--- src/rtl/result_bram_reader_pkg.sv ---
// Shared types and constants for the result BRAM reader.
// Widths follow the result BRAM port-B geometry.
package result_bram_pkg;

  localparam int BRAM_ADDR_W = 20;
  localparam int WORD_W      = 32;
  localparam int WORD_IDX_W  = 15;
  localparam int RD_LAT_MIN  = 1;
  localparam int RD_LAT_MAX  = 3;

  typedef enum logic [1:0] {
    IDLE,
    RUN,
    DRAIN,
    DONE
  } state_t;

  typedef struct packed {
    logic              last;
    logic [WORD_W-1:0] data;
  } fifo_word_t;

endpackage

--- src/rtl/result_bram_reader_if.sv ---
// Output word stream of the result BRAM reader.
// valid/ready handshake with a last-word marker.
interface result_bram_reader_if;
  import result_bram_pkg::*;

  logic              out_valid;
  logic              out_ready;
  logic [WORD_W-1:0] out_data;
  logic              out_last;

  modport master (
    output out_valid,
    output out_data,
    output out_last,
    input  out_ready
  );

  modport slave (
    input  out_valid,
    input  out_data,
    input  out_last,
    output out_ready
  );

endinterface

--- src/rtl/result_bram_reader_rd_fifo.sv ---
// Synchronous FIFO with count and registered head word.
// The head register is refreshed from the next-cycle head slot.
module rd_fifo #(
  parameter int WIDTH = 33,
  parameter int DEPTH = 4
) (
  input  logic                   clk,
  input  logic                   rst_n,
  input  logic                   wr_en,
  input  logic [WIDTH-1:0]       wdata,
  input  logic                   rd_en,
  output logic [WIDTH-1:0]       rdata,
  output logic [$clog2(DEPTH):0] count
);
  localparam int AW = $clog2(DEPTH);

  logic [WIDTH-1:0] mem [DEPTH];
  logic [AW-1:0]    wp;
  logic [AW-1:0]    rp;
  logic [AW-1:0]    rp_n;
  logic             pop;

  always_comb begin
    pop  = rd_en && count != '0;
    rp_n = rp + AW'(pop);
  end

  always_ff @(posedge clk) begin
    if (wr_en) begin
      mem[wp] <= wdata;
    end
  end

  // Head is the incoming word when the FIFO is empty after this cycle.
  always_ff @(posedge clk or negedge rst_n) begin
    if (!rst_n) begin
      wp    <= '0;
      rp    <= '0;
      count <= '0;
      rdata <= '0;
    end else begin
      if (wr_en) begin
        wp <= wp + 1'b1;
      end
      rp    <= rp_n;
      count <= count + (AW+1)'(wr_en) - (AW+1)'(pop);
      if (count == (AW+1)'(pop)) begin
        rdata <= wdata;
      end else begin
        rdata <= mem[rp_n];
      end
    end
  end

endmodule

--- src/rtl/result_bram_reader.sv ---
// Sweeps a word range out of BRAM port B and streams it
// through a credit-limited output FIFO.
module result_bram_reader
  import result_bram_pkg::*;
#(
  parameter int RD_LAT     = 1,
  parameter int FIFO_DEPTH = 4,
  parameter int CNT_W      = 16
) (
  input  logic                   clk,
  input  logic                   rst_n,
  input  logic                   start,
  input  logic [WORD_IDX_W-1:0]  base_word,
  input  logic [CNT_W-1:0]       word_count,
  output logic                   busy,
  output logic                   done,
  output logic                   bram_web,
  output logic [BRAM_ADDR_W-1:0] bram_addrb,
  output logic                   bram_dinb,
  input  logic [WORD_W-1:0]      bram_doutb,
  result_bram_reader_if.master   out
);
  localparam int CW  = $clog2(FIFO_DEPTH) + 1;
  localparam int PAD = BRAM_ADDR_W - WORD_IDX_W;

  state_t                state;
  state_t                state_n;
  logic [WORD_IDX_W-1:0] addr;
  logic [WORD_IDX_W-1:0] last_addr;
  logic [CNT_W-1:0]      remaining;
  logic [RD_LAT-1:0]     vpipe;
  logic [RD_LAT-1:0]     lpipe;
  logic [CW-1:0]         occ;
  int                    inflight;
  logic                  credit;
  logic                  issue;
  logic                  fin;
  logic                  pop;
  logic                  drained;
  fifo_word_t            wr_word;
  fifo_word_t            rd_word;

  // Drained also covers the cycle in which the final word leaves.
  always_comb begin
    inflight = $countones(vpipe);
    credit   = (int'(occ) + inflight) < FIFO_DEPTH;
    issue    = state == RUN && remaining != '0 && credit;
    fin      = issue && remaining == CNT_W'(1);
    pop      = out.out_valid && out.out_ready;
    drained  = vpipe == '0 &&
               (occ == '0 || (occ == CW'(1) && pop));
  end

  always_ff @(posedge clk or negedge rst_n) begin
    if (!rst_n) begin
      state <= IDLE;
    end else begin
      state <= state_n;
    end
  end

  // A zero-length sweep spends one cycle in RUN so busy is seen.
  always_comb begin
    state_n = state;
    unique case (state)
      IDLE:  if (start) state_n = RUN;
      RUN: begin
        if (remaining == '0) begin
          state_n = DONE;
        end else if (fin) begin
          state_n = DRAIN;
        end
      end
      DRAIN: if (drained) state_n = DONE;
      DONE:  state_n = IDLE;
      default: state_n = IDLE;
    endcase
  end

  always_ff @(posedge clk or negedge rst_n) begin
    if (!rst_n) begin
      addr      <= '0;
      last_addr <= '0;
      remaining <= '0;
      vpipe     <= '0;
      lpipe     <= '0;
    end else begin
      vpipe <= (vpipe << 1) | RD_LAT'(issue);
      lpipe <= (lpipe << 1) | RD_LAT'(fin);
      if (state == IDLE && start) begin
        addr      <= base_word;
        remaining <= word_count;
      end else if (issue) begin
        addr      <= addr + 1'b1;
        last_addr <= addr;
        remaining <= remaining - 1'b1;
      end
    end
  end

  always_comb begin
    busy       = state == RUN || state == DRAIN;
    done       = state == DONE;
    bram_web   = 1'b0;
    bram_dinb  = 1'b0;
    bram_addrb = {PAD'(0), issue ? addr : last_addr};
  end

  assign wr_word = '{last: lpipe[RD_LAT-1], data: bram_doutb};

  rd_fifo #(
    .WIDTH ($bits(fifo_word_t)),
    .DEPTH (FIFO_DEPTH)
  ) u_fifo (
    .clk   (clk),
    .rst_n (rst_n),
    .wr_en (vpipe[RD_LAT-1]),
    .wdata (wr_word),
    .rd_en (pop),
    .rdata (rd_word),
    .count (occ)
  );

  assign out.out_valid = occ != '0;
  assign out.out_data  = rd_word.data;
  assign out.out_last  = rd_word.last && out.out_valid;

endmodule

--- src/flat_wrapper.sv ---
// flat-port wrapper written by rule: the top's interface ports become plain ports
module result_bram_reader_flat import result_bram_pkg::*;
#(
  parameter int RD_LAT     = 1,
  parameter int FIFO_DEPTH = 4,
  parameter int CNT_W      = 16
)
  (clk, rst_n, start, base_word, word_count, busy, done, bram_web, bram_addrb, bram_dinb, bram_doutb, out_out_valid, out_out_data, out_out_last, out_out_ready);
  result_bram_reader_if out_i ();
  input  logic clk;
  input  logic rst_n;
  input  logic start;
  input  logic [WORD_IDX_W-1:0] base_word;
  input  logic [CNT_W-1:0] word_count;
  output logic busy;
  output logic done;
  output logic bram_web;
  output logic [BRAM_ADDR_W-1:0] bram_addrb;
  output logic bram_dinb;
  input  logic [WORD_W-1:0] bram_doutb;
  output wire logic [$bits(out_i.out_valid)-1:0] out_out_valid;
  output wire logic [$bits(out_i.out_data)-1:0] out_out_data;
  output wire logic [$bits(out_i.out_last)-1:0] out_out_last;
  input wire logic [$bits(out_i.out_ready)-1:0] out_out_ready;
  assign out_out_valid = out_i.out_valid;
  assign out_out_data = out_i.out_data;
  assign out_out_last = out_i.out_last;
  assign out_i.out_ready = out_out_ready;
  result_bram_reader #(.RD_LAT(RD_LAT), .FIFO_DEPTH(FIFO_DEPTH), .CNT_W(CNT_W)) u_core (.clk(clk), .rst_n(rst_n), .start(start), .base_word(base_word), .word_count(word_count), .busy(busy), .done(done), .bram_web(bram_web), .bram_addrb(bram_addrb), .bram_dinb(bram_dinb), .bram_doutb(bram_doutb), .out(out_i));
endmodule
--- config.mk ---
export PLATFORM = sky130hd
export DESIGN_NAME = result_bram_reader_flat
export DESIGN_NICKNAME = d
export VERILOG_FILES = /design/src/rtl/result_bram_reader_pkg.sv /design/src/rtl/result_bram_reader_if.sv /design/src/rtl/result_bram_reader_rd_fifo.sv /design/src/rtl/result_bram_reader.sv /design/src/flat_wrapper.sv
export SDC_FILE = /design/constraint.sdc
export NUM_CORES = 1
export LEC_CHECK = 0
export BUFFER_PORTS_ARGS = -buffer_cell sky130_fd_sc_hd__clkbuf_2
export CAP_MARGIN = 20
export CORE_ASPECT_RATIO = 1.25
export CORE_MARGIN = 2
export CORE_UTILIZATION = 58
export DETAILED_ROUTE_END_ITERATION = 16
export PLACE_DENSITY = 0.91
export RECOVER_POWER = 25
export SYNTH_ARGS = -nofsm -noshare
export SYNTH_HDL_FRONTEND = slang
export SYNTH_SLANG_ARGS = --single-unit
--- constraint.sdc ---
create_clock -name clk -period 3 [get_ports clk]
set_input_delay 0 -clock clk [delete_from_list [all_inputs] [get_ports clk]]
set_output_delay 0 -clock clk [all_outputs]
set_load 0.05 [all_outputs]
==> run_results.csv, run 1 <==
group,metric,value,unit
sta,max_freq,352,MHz
sta,maxSlewHeadroom,-43.3,%
clocking,cts.clk_slew.worst_paths,0.06,ns
critical_path,crit_family,"simple AND/OR/NAND/NOR gates",
outcome,status,"complete, but fails checks",
grt,grt_pass1_wl,34.1,mm
critical_path,critPathMostFrequentCell,"nand2_1",
power_and_ir_drop,irDropWorstVdd,0.000814,V
floorplan,core_area,16300,um2
drt,drt-initial-drc-count,508,
sta,hold_viol_final,0,
place,hpwl,12.3,mm
logic_synthesis,synth_ff_type,"edfxtp_1",
grt,overflow,0,
grt,antenna_found_initial,1,
worst_hold_path,hold_class,"in2reg",
cells_and_area,final_util,71.7,%
power_and_ir_drop,clockPowerShare,20.7,%
critical_path,critical_path_arrival,2.84,ns
logic_synthesis,syn_area,9650,um2
power_and_ir_drop,powerDensity,1130,nW/um2
critical_path,crit_chain,"nor4_4 > nand4_2 > o21ai_4 > buf_4 > nand2_1 > nand2_1 > clkbuf_2",
drt,vias,6107,
critical_path,worstSetupPathType,"reg2out",
logic_synthesis,synthCells,655,
drt,dr.pass1.iters,5,
critical_path,worstPathMaxFanout,21,
clocking,cts_tree,"built",
sta,rsz0062_at_grt,"no",
critical_path,worst-path-buf-inv,2,
cells_and_area,area_growth,20.8,%
sta,period_needed,2.84,ns
clocking,cts_setup_buffers,0,
cells_and_area,drive_gt1_share,27.5,%
floorplan,die-area,17700,um2
logic_synthesis,yosys_register_bits,222,
sta,setup_viol,0,
cells_and_area,nNetsFinal,901,
drt,drc,0,
grt,grt_max_degree,37,
clocking,clk_latency,0.49,ns
logic_synthesis,yosysSeqAreaShare,64.4,%
place,portBuffers,117,
sta,finClkSkew,0.00920,ns
clocking,cts_made_buffers,22,
floorplan,die_h,148,um
drt,viasPerCell,5.82,
power_and_ir_drop,leakagePower,0.00449,uW
logic_synthesis,async_flop_share,40.5,%
critical_path,worstPathRequired,3.00,ns
flow_run,cap_viol_max_count,1,
sta,finalMaxSlewViolations,37,
floorplan,rows,52,
grt,grt_pass1_vias,6508,
critical_path,cpMaxStageDelayCell,"dfrtp_1",
power_and_ir_drop,intPower,7890,uW
drt,postRouteWirelength,21.3,mm
power_and_ir_drop,p_switching,5250,uW
floorplan,die_width,119,um
sta,worstMarginPinSlew,2.15,ns
logic_synthesis,yosysWarnings,0,
logic_synthesis,synth_cell_type_count,56,
floorplan,io_pins,125,
sta,finalSetupTns,0,ns
cells_and_area,final_cell_mix,"edfxtp_1 (132), clkbuf_2 (93), dfrtp_1 (90), nand2_1 (74), dlygate4sd3_1 (64)",
critical_path,end_kind,"output pin",
critical_path,start_kind,"flop",
clocking,cts_htree_levels,1,
logic_synthesis,synth_edf_count,132,
outcome,violations,"max-capacitance violations, max-slew violations",
clocking,clockBufferDepth,3,
sta,timing.final.crit_share,94.7,%
grt,grt_use_total,24.8,%
cells_and_area,layout_commonest_cell,"edfxtp_1",
critical_path,max_stage_delay,0.47,ns
power_and_ir_drop,seqPwrFrac,35.6,%
power_and_ir_drop,p_comb_share,43.7,%
place,gp_congestion,0.816,
clocking,root_buffer,"clkbuf_16",
clocking,clock_sinks,222,
power_and_ir_drop,swShare,40.0,%
floorplan,initial_core_util,59.3,%
logic_synthesis,syn_area_per_cell,14.7,um2
drt,ant_nets,0,
drt,wl_per_cell,20.3,um
-- power groups by stage --
stage | clock network, uW | logic, uW | registers, uW
2_1_floorplan | 0 | 4680 | 4520
3_3_place_gp | 0 | 5410 | 4660
3_5_place_dp | 0 | 5570 | 4710
4_1_cts | 2750 | 5730 | 4660
5_1_grt | 2880 | 6150 | 4770
6_report | 2710 | 5740 | 4680
-- tightest hold or removal path, stage by stage --
cell and delay (ns):
clkbuf_2 0.11, nand2b_1 0.15, a41oi_1 0.12, o211a_1 0.12
-- routing by layer --
metal  wire length (um)  GRT usage (%)  share of wire [%]
met1               7960           29.3                 37
met5                  0              0                  0
met4                586           7.65                2.7
met2              11600           46.4                 55
met3               1130           4.37                5.3
-- metrics by stage --
step | cell area (um2) | hold slack, ns | total power [uW] | setup WS [ns] | cells
floorplan | 9680 | -0.296 | 9200 | 0.134 | 661
global placement | 10300 | -0.0101 | 10100 | 0.501 | 945
detailed placement | 10300 | -0.00596 | 10300 | 0.418 | 945
CTS | 11700 | 0.0169 | 13100 | 0.00886 | 1049
global route | 11700 | 0.0812 | 13800 | 0.0172 | 1050
finish | 11700 | 0.0370 | 13100 | 0.158 | 1050
-- timing repair --
action / CTS / global route
hold buffers: 64 / 0
resized for setup: 0 / 2
setup endpoints to repair: 0 / 15
endpoints found under the hold margin: 245 / 0
-- area by class of cell --
type / count / area (um2)
Sequential cell: 222 / 6220
Fill cell: 1020 / 4600
Multi-Input combinational cell: 359 / 3020
Timing Repair Buffer: 199 / 1380
Clock buffer: 29 / 618
Tap cell: 216 / 270
Clock inverter: 11 / 109
Inverter: 13 / 48.8
Antenna cell: 1 / 2.50
-- worst paths after layout --
kind / start / to / slack [ns] / cells after the start
worst max-delay path: u_core.remaining[4] / bram_addrb[12] / 0.16 / 7
worst min-delay path: start / u_core.state[0] / 0.04 / 4
worst max register to register: u_core.u_fifo.count[0] / u_core.u_fifo.rdata[6] / 0.36 / 6
worst min register to register: u_core.last_addr[8] / u_core.last_addr[8] / 0.50 / 1
max in group asynchronous: rst_n / u_core.u_fifo.rdata[22] / 0.96 / 3
min in group asynchronous: rst_n / u_core.u_fifo.rdata[6] / 0.67 / 2
-- registers in the layout, indices dropped and copies added, names as in the netlist --
signal,flops
u_core.u_fifo.wp,2
u_core.u_fifo.mem,132
u_core.remaining,16
u_core.vpipe,1
u_core.u_fifo.rp,2
u_core.u_fifo.count,3
u_core.u_fifo.rdata,33
u_core.addr,15
u_core.last_addr,15
u_core.state,2
u_core.lpipe,1
-- cell families after synthesis --
group                      share of synthesized area (%)
muxes                                               13.7
xor gates and xnor gates                            1.27
AOI/OAI and AO/OA                                   5.08
buffers and inverters                               4.87
adders and majority gates                           2.28
other                                             0.0388
and+or+nand+nor                                     8.33
DFF                                                 64.4
-- Yosys cell counts, types with 7 or more instances --
master,n,area share [%]
buf_2,7,0.36
xor2_1,7,0.64
edfxtp_1,132,41
nand3_1,9,0.47
mux2_2,39,4.5
ha_1,16,2.1
mux2_1,10,1.2
o21ai_0,20,1.0
dfrtp_1,90,23
clkbuf_1,18,0.70
inv_1,12,0.47
buf_4,41,3.2
mux4_2,33,7.7
nand2_1,74,2.9
or3_1,11,0.71
nor2_1,28,1.1
xnor2_1,7,0.64
a31oi_1,16,1.0
and2_1,10,0.65
Note: power is estimated with default switching activity, not from simulation.
==> run 2: changes to the inputs <==
CELL_PAD_IN_SITES_DETAIL_PLACEMENT = 0   (was unset)
CELL_PAD_IN_SITES_GLOBAL_PLACEMENT = 2   (was unset)
CORE_UTILIZATION = 41   (was 58)
PLACE_DENSITY = 0.9   (was 0.91)
==> run 2 against run 1 <==
Against the previous run: the run now ends clean; flip-flop and latch count unchanged; via count is 6.7% lower; wire length down 11%; sequential share of layout area decreased by 0.46 points; largest cell class unchanged; highest routed layer unchanged.
==> run_results.csv, run 2 (synthesis gave the netlist of run 1 again) <==
group,metric,value,unit
outcome,status,"completed",
power_and_ir_drop,powerDensity,1110,nW/um2
sta,worstMarginPinSlew,0.934,ns
worst_hold_path,hold_class,"in2reg",
cells_and_area,fillers,1945,
drt,ant_nets,0,
sta,period_needed,2.76,ns
critical_path,worstSetupPathType,"reg2out",
clocking,clockBufferDepth,3,
grt,grt_max_degree,57,
sta,maxSlewHeadroom,37.8,%
clocking,cts_htree_levels,1,
critical_path,crit_chain,"ha_1 > o211ai_1 > a22o_1 > buf_4 > o21ai_4 > inv_2 > buf_4 > nand2_1 > nand2_1 > clkbuf_2",
clocking,ctsHoldBuffers,64,
cells_and_area,largest_reg_flops,132,
clocking,cts_setup_buffers,0,
critical_path,end_kind,"output pin",
drt,wl_per_cell,16.9,um
cells_and_area,nNetsFinal,900,
critical_path,timing.rr.start,"u_core.u_fifo.count[0]",
grt,overflow,0,
critical_path,crit_family,"buffers and inverters",
sta,timing.final.crit_share,92.0,%
floorplan,initial_core_util,41.9,%
place,dpl_worst_slack,0.273,ns
drt,dr.pass1.iters,4,
critical_path,worstPathRequired,3.00,ns
cells_and_area,final_cell_mix,"edfxtp_1 (132), dfrtp_1 (90), clkbuf_2 (85), nand2_1 (74), dlygate4sd3_1 (64)",
floorplan,die_width,141,um
critical_path,reg2reg_slack,0.31,ns
sta,hold_viol_final,0,
grt,antenna_found_initial,0,
floorplan,core_area,23000,um2
floorplan,die-area,24800,um2
drt,viasPerCell,5.08,
clocking,cts_made_buffers,24,
cells_and_area,largest-register,"u_core.u_fifo.mem",
cells_and_area,reg_top3,"u_core.u_fifo.mem x132, u_core.u_fifo.rdata x33, u_core.remaining x16",
critical_path,max_stage_delay,0.43,ns
critical_path,cpMaxStageDelayCell,"dfrtp_1",
floorplan,rows,62,
drt,vias,5698,
clocking,clock_sinks,222,
critical_path,start_kind,"flop",
drt,drt-initial-drc-count,260,
drt,postRouteWirelength,18.9,mm
sta,finClkSkew,0.00841,ns
sta,rsz0062_at_grt,"no",
clocking,clk_latency,0.50,ns
power_and_ir_drop,irDropWorstVdd,0.000668,V
critical_path,worst-path-buf-inv,4,
critical_path,worstPathMaxFanout,15,
place,hpwl,12.2,mm
cells_and_area,layout_commonest_cell,"edfxtp_1",
power_and_ir_drop,leakagePower,0.00447,uW
clocking,postCtsResizedCells,0,
clocking,root_buffer,"clkbuf_16",
cells_and_area,drive_gt1_share,26.4,%
floorplan,die_h,176,um
sta,finalMaxSlewViolations,0,
place,post_dp_cell_area,10400,um2
place,dpl.cell_count,1014,
drt,drc,0,
clocking,cts.clk_slew.worst_paths,0.06,ns
place,portBuffers,117,
critical_path,endpoint,"bram_addrb[4]",
sta,setup_slack,0.240,ns
cells_and_area,final-instance-count-excl-fill,1121,
grt,grt_pass1_vias,5845,
worst_hold_path,hp-start,"start",
cells_and_area,antenna_cells,0,
critical_path,path_depth,10,
place,gp_congestion,0.756,
floorplan,io_pins,125,
grt,grt_pass1_wl,30.6,mm
cells_and_area,final_area,11800,um2
sta,holdWs,0.0365,ns
critical_path,critical_path_arrival,2.76,ns
critical_path,r2r_cells,6,
sta,finalSetupTns,0,ns
flow_run,cap_viol_max_count,0,
cells_and_area,area_growth,21.9,%
sta,setup_viol,0,
grt,grt_use_total,15.6,%
clocking,cts_tree,"built",
critical_path,r2r-end,"u_core.u_fifo.rdata[14]",
sta,max_freq,362,MHz
critical_path,crit_start,"u_core.u_fifo.count[1]",
[run 2: power breakdown]
group	internal (uW)	switching (uW)	leakage, uW
Clock	1780	1110	0.000377
Sequential	4110	540	0.00224
Combinational	2140	3390	0.00186
Total	8030	5040	0.00447
[run 2: layout make-up]
type / count / area (um2) / share of cell area [%]
flip-flops and latches: 222 / 6220 / 52.8
inverters: 13 / 48.8 / 0.415
multi-input cells: 359 / 3020 / 25.7
well taps: 288 / 360 / 3.06
clock inverters: 11 / 128 / 1.08
clock buffers: 32 / 652 / 5.54
repair buffers: 196 / 1340 / 11.4
[run 2: metal layers]
layer	part of all wire (%)	track usage, %	up-vias
li1	-	-	2735
met1	42	19.8	2819
met3	4.5	2.73	20
met4	1.2	3.13	0
met5	0	0	-
met2	52	28.1	124
[run 2: tightest hold or removal path, cell delays in order]
cell      delay, ns
clkbuf_2       0.11
and2_1         0.23
nand2_1        0.11
o31ai_1        0.05
[run 2: worst min path at each step]
stage / endpoint / slack (ns) / cells past startpoint
after global routing: u_core.remaining[2] / 0.09 / 4
after CTS: u_core.remaining[2] / 0.03 / 4
after detailed placement: u_core.u_fifo.rdata[3] / 0.15 / 1
after global placement: u_core.u_fifo.rdata[3] / 0.14 / 1
after floorplan: u_core.addr[0] / -0.30 / 0
final: u_core.remaining[2] / 0.04 / 4
[run 2: per-stage QoR]
stage | utilization, % | total power [uW]
floorplan | - | 9200
global placement | 45.1 | 10200
detailed placement | 45.1 | 10300
CTS | 51.2 | 13300
global route | 51.1 | 13900
finish | 51.1 | 13100
==> run 3: changes to the inputs <==
ABC_AREA = 1   (was unset)
CORE_UTILIZATION = 37   (was 41)
PLACE_DENSITY = 0.91   (was 0.9)
==> run 3 against run 2 <==
Against the previous run: combinational power rose by 26%; core utilization fell by 5.8 points; sequential share of layout area shrank 3.4 points; synthesized area rose by 8.2%; synthesized cell count up 66%; first-iteration DRC count is 48% higher; non-clock buffer count grew 7; clock skew up 0.013 ns; critical path type unchanged; register-to-register slack better by 0.47 ns; global-route usage up 0.67 points; maximum frequency grew 4.4%.
==> run_results.csv, run 3 <==
group,metric,value,unit
outcome,status,"completed",
sta,max_freq,378,MHz
drt,drc,0,
logic_synthesis,syn_area_per_cell,9.60,um2
clocking,clk_latency,0.53,ns
critical_path,cpMaxStageDelayCell,"dfrtp_1",
sta,finalMaxSlewViolations,0,
clocking,cts_htree_levels,1,
critical_path,r2r-end,"u_core.u_fifo.rdata[8]",
cells_and_area,largest_reg_flops,132,
floorplan,io_pins,125,
critical_path,crit_chain,"inv_1 > ha_1 > nand2_2 > nor2_4 > nand2_2 > nand3_4 > buf_4 > nand2_1 > o21a_1 > clkbuf_2",
cells_and_area,drive_gt1_share,15.0,%
sta,hold_viol_final,0,
clocking,cts_tree,"built",
critical_path,end_kind,"output pin",
floorplan,rows,68,
drt,drt-initial-drc-count,386,
worst_hold_path,hold_class,"in2async",
logic_synthesis,synthCells,1088,
cells_and_area,final_cell_mix,"nand2_1 (390), edfxtp_1 (132), nand3_1 (122), dfrtp_1 (90), clkbuf_2 (85)",
sta,finClkSkew,0.0216,ns
floorplan,die-area,29600,um2
drt,vias,7620,
critical_path,worstSetupPathType,"reg2out",
power_and_ir_drop,leakagePower,0.00544,uW
critical_path,endpoint,"bram_addrb[13]",
drt,postRouteWirelength,23.7,mm
logic_synthesis,synth_top_cell_by_area,"edfxtp_1",
critical_path,worst-path-buf-inv,3,
sta,setup_slack,0.357,ns
sta,holdWs,0.129,ns
logic_synthesis,synth_top_area_share,37.9,%
clocking,clockBufferDepth,3,
power_and_ir_drop,powerDensity,1160,nW/um2
logic_synthesis,yosys_register_bits,222,
critical_path,worstPathMaxFanout,33,
grt,grt_max_degree,67,
sta,rsz0062_at_grt,"no",
clocking,root_buffer,"clkbuf_16",
drt,wl_per_cell,14.8,um
critical_path,timing.rr.start,"u_core.u_fifo.count[1]",
cells_and_area,antenna_cells,0,
place,dpl_worst_slack,0.766,ns
drt,dr.pass1.iters,4,
clocking,cts_made_buffers,24,
grt,grt_use_total,16.3,%
place,portBuffers,117,
critical_path,path_depth,10,
logic_synthesis,synth_cell_type_count,39,
critical_path,critical_path_arrival,2.64,ns
cells_and_area,layout_commonest_cell,"nand2_1",
grt,grt_pass1_wl,38.6,mm
power_and_ir_drop,irDropWorstVdd,0.000744,V
logic_synthesis,syn_area,10400,um2
grt,antenna_found_initial,0,
drt,ant_nets,0,
sta,period_needed,2.64,ns
place,hpwl,14.7,mm
drt,viasPerCell,4.74,
clocking,cts_setup_buffers,0,
critical_path,reg2reg_slack,0.78,ns
cells_and_area,reg_top3,"u_core.u_fifo.mem x132, u_core.u_fifo.rdata x33, u_core.remaining x16",
critical_path,start_kind,"flop",
logic_synthesis,yosysSeqAreaShare,59.5,%
floorplan,initial_core_util,37.7,%
logic_synthesis,yosysMostFrequentCell,"nand2_1",
cells_and_area,nNetsFinal,1322,
logic_synthesis,synth_commonest_cells,"nand2_1 (391), edfxtp_1 (132), nand3_1 (122)",
grt,grt_pass1_vias,7482,
sta,setup_viol,0,
place,gp_congestion,0.800,
critical_path,crit_start,"u_core.remaining[0]",
floorplan,die_width,154,um
critical_path,crit_family,"buffers and inverters",
logic_synthesis,synth_ff_type,"edfxtp_1",
clocking,clock_sinks,222,
logic_synthesis,synth_area_leaders,"edfxtp_1 (38%), dfrtp_1 (22%), nand2_1 (14%)",
clocking,cts.clk_slew.worst_paths,0.07,ns
critical_path,critPathMostFrequentCell,"nand2_2",
flow_run,cap_viol_max_count,0,
sta,worstMarginPinSlew,0.905,ns
sta,timing.final.crit_share,88.1,%
cells_and_area,largest-register,"u_core.u_fifo.mem",
critical_path,worstPathRequired,3.00,ns
cells_and_area,area_growth,20.3,%
grt,overflow,0,
floorplan,core_area,27700,um2
logic_synthesis,yosysWarnings,0,
cells_and_area,final_util,45.3,%
critical_path,max_stage_delay,0.42,ns
logic_synthesis,synth_edf_count,132,
logic_synthesis,async_flop_share,40.5,%
floorplan,die_h,192,um
sta,maxSlewHeadroom,39.6,%
critical_path,r2r_cells,9,
sta,finalSetupTns,0,ns
==> run 3: how the worst min path moves through the flow <==
stage          slack, ns  start                       to
2_1_floorplan      -0.30  rst_n           u_core.addr[0]
3_3_place_gp        0.16  rst_n   u_core.u_fifo.rdata[7]
3_5_place_dp        0.13  rst_n   u_core.u_fifo.rdata[7]
4_1_cts             0.16  rst_n  u_core.u_fifo.rdata[31]
5_1_grt             0.19  rst_n  u_core.u_fifo.rdata[32]
6_report            0.13  rst_n   u_core.u_fifo.rdata[4]
==> run 3: cell type report <==
cell class,instances,area [um2]
Clock buffer,30,633
Timing Repair Buffer,203,1370
Clock inverter,14,164
Inverter,73,274
Tap cell,350,438
Sequential cell,222,6220
Multi-Input combinational cell,714,3470
Fill cell,2634,15200
==> run 3: worst register-to-register path: stages (launching register included) <==
cell and delay [ns]:
dfrtp_1 0.40, inv_1 0.10, nand2_1 0.13, inv_1 0.10
a21oi_1 0.09, ha_2 0.62, buf_4 0.37, nand3_1 0.14
nand3_1 0.10, nand2_1 0.06
==> run 3: report_power, final <==
part | internal [uW] | switching, uW
Sequential | 4110 | 478
Combinational | 2080 | 4910
Clock | 1700 | 1250
Total | 7890 | 6640
==> run 3: cells by family (layout without fill, tap and decap cells) <==
family	count (synthesis)	in the layout	share of synthesized area, %
xor+xnor	5	5	0.419
mux	2	2	0.204
compound gates	70	70	4.53
buf+inv	158	320	7.70
other cells	1	7	0.0359
fa+ha+maj	17	17	2.11
simple gates	613	613	25.5
flops	222	222	59.5
==> run 3: layer usage <==
metal  global-route usage, %  share of wire (%)  vias up
li1                        -                  -     3843
met1                    19.8                 42     3599
met2                    30.0                 51      145
met3                    2.48                4.4       33
met4                    4.45                1.9        0
met5                       0                  0        -
==> run 3: metrics by stage <==
stage	total power, uW	area [um2]	cells
finish	14500	12600	1606
global placement	11700	11200	1497
floorplan	10300	10500	1094
global route	15700	12600	1606
CTS	14700	12600	1606
detailed placement	11700	11200	1497
==> run 3: timing repair <==
action,in CTS,in global routing
hold buffers,65,0
gates resized for setup,0,0
hold endpoints to repair,243,0
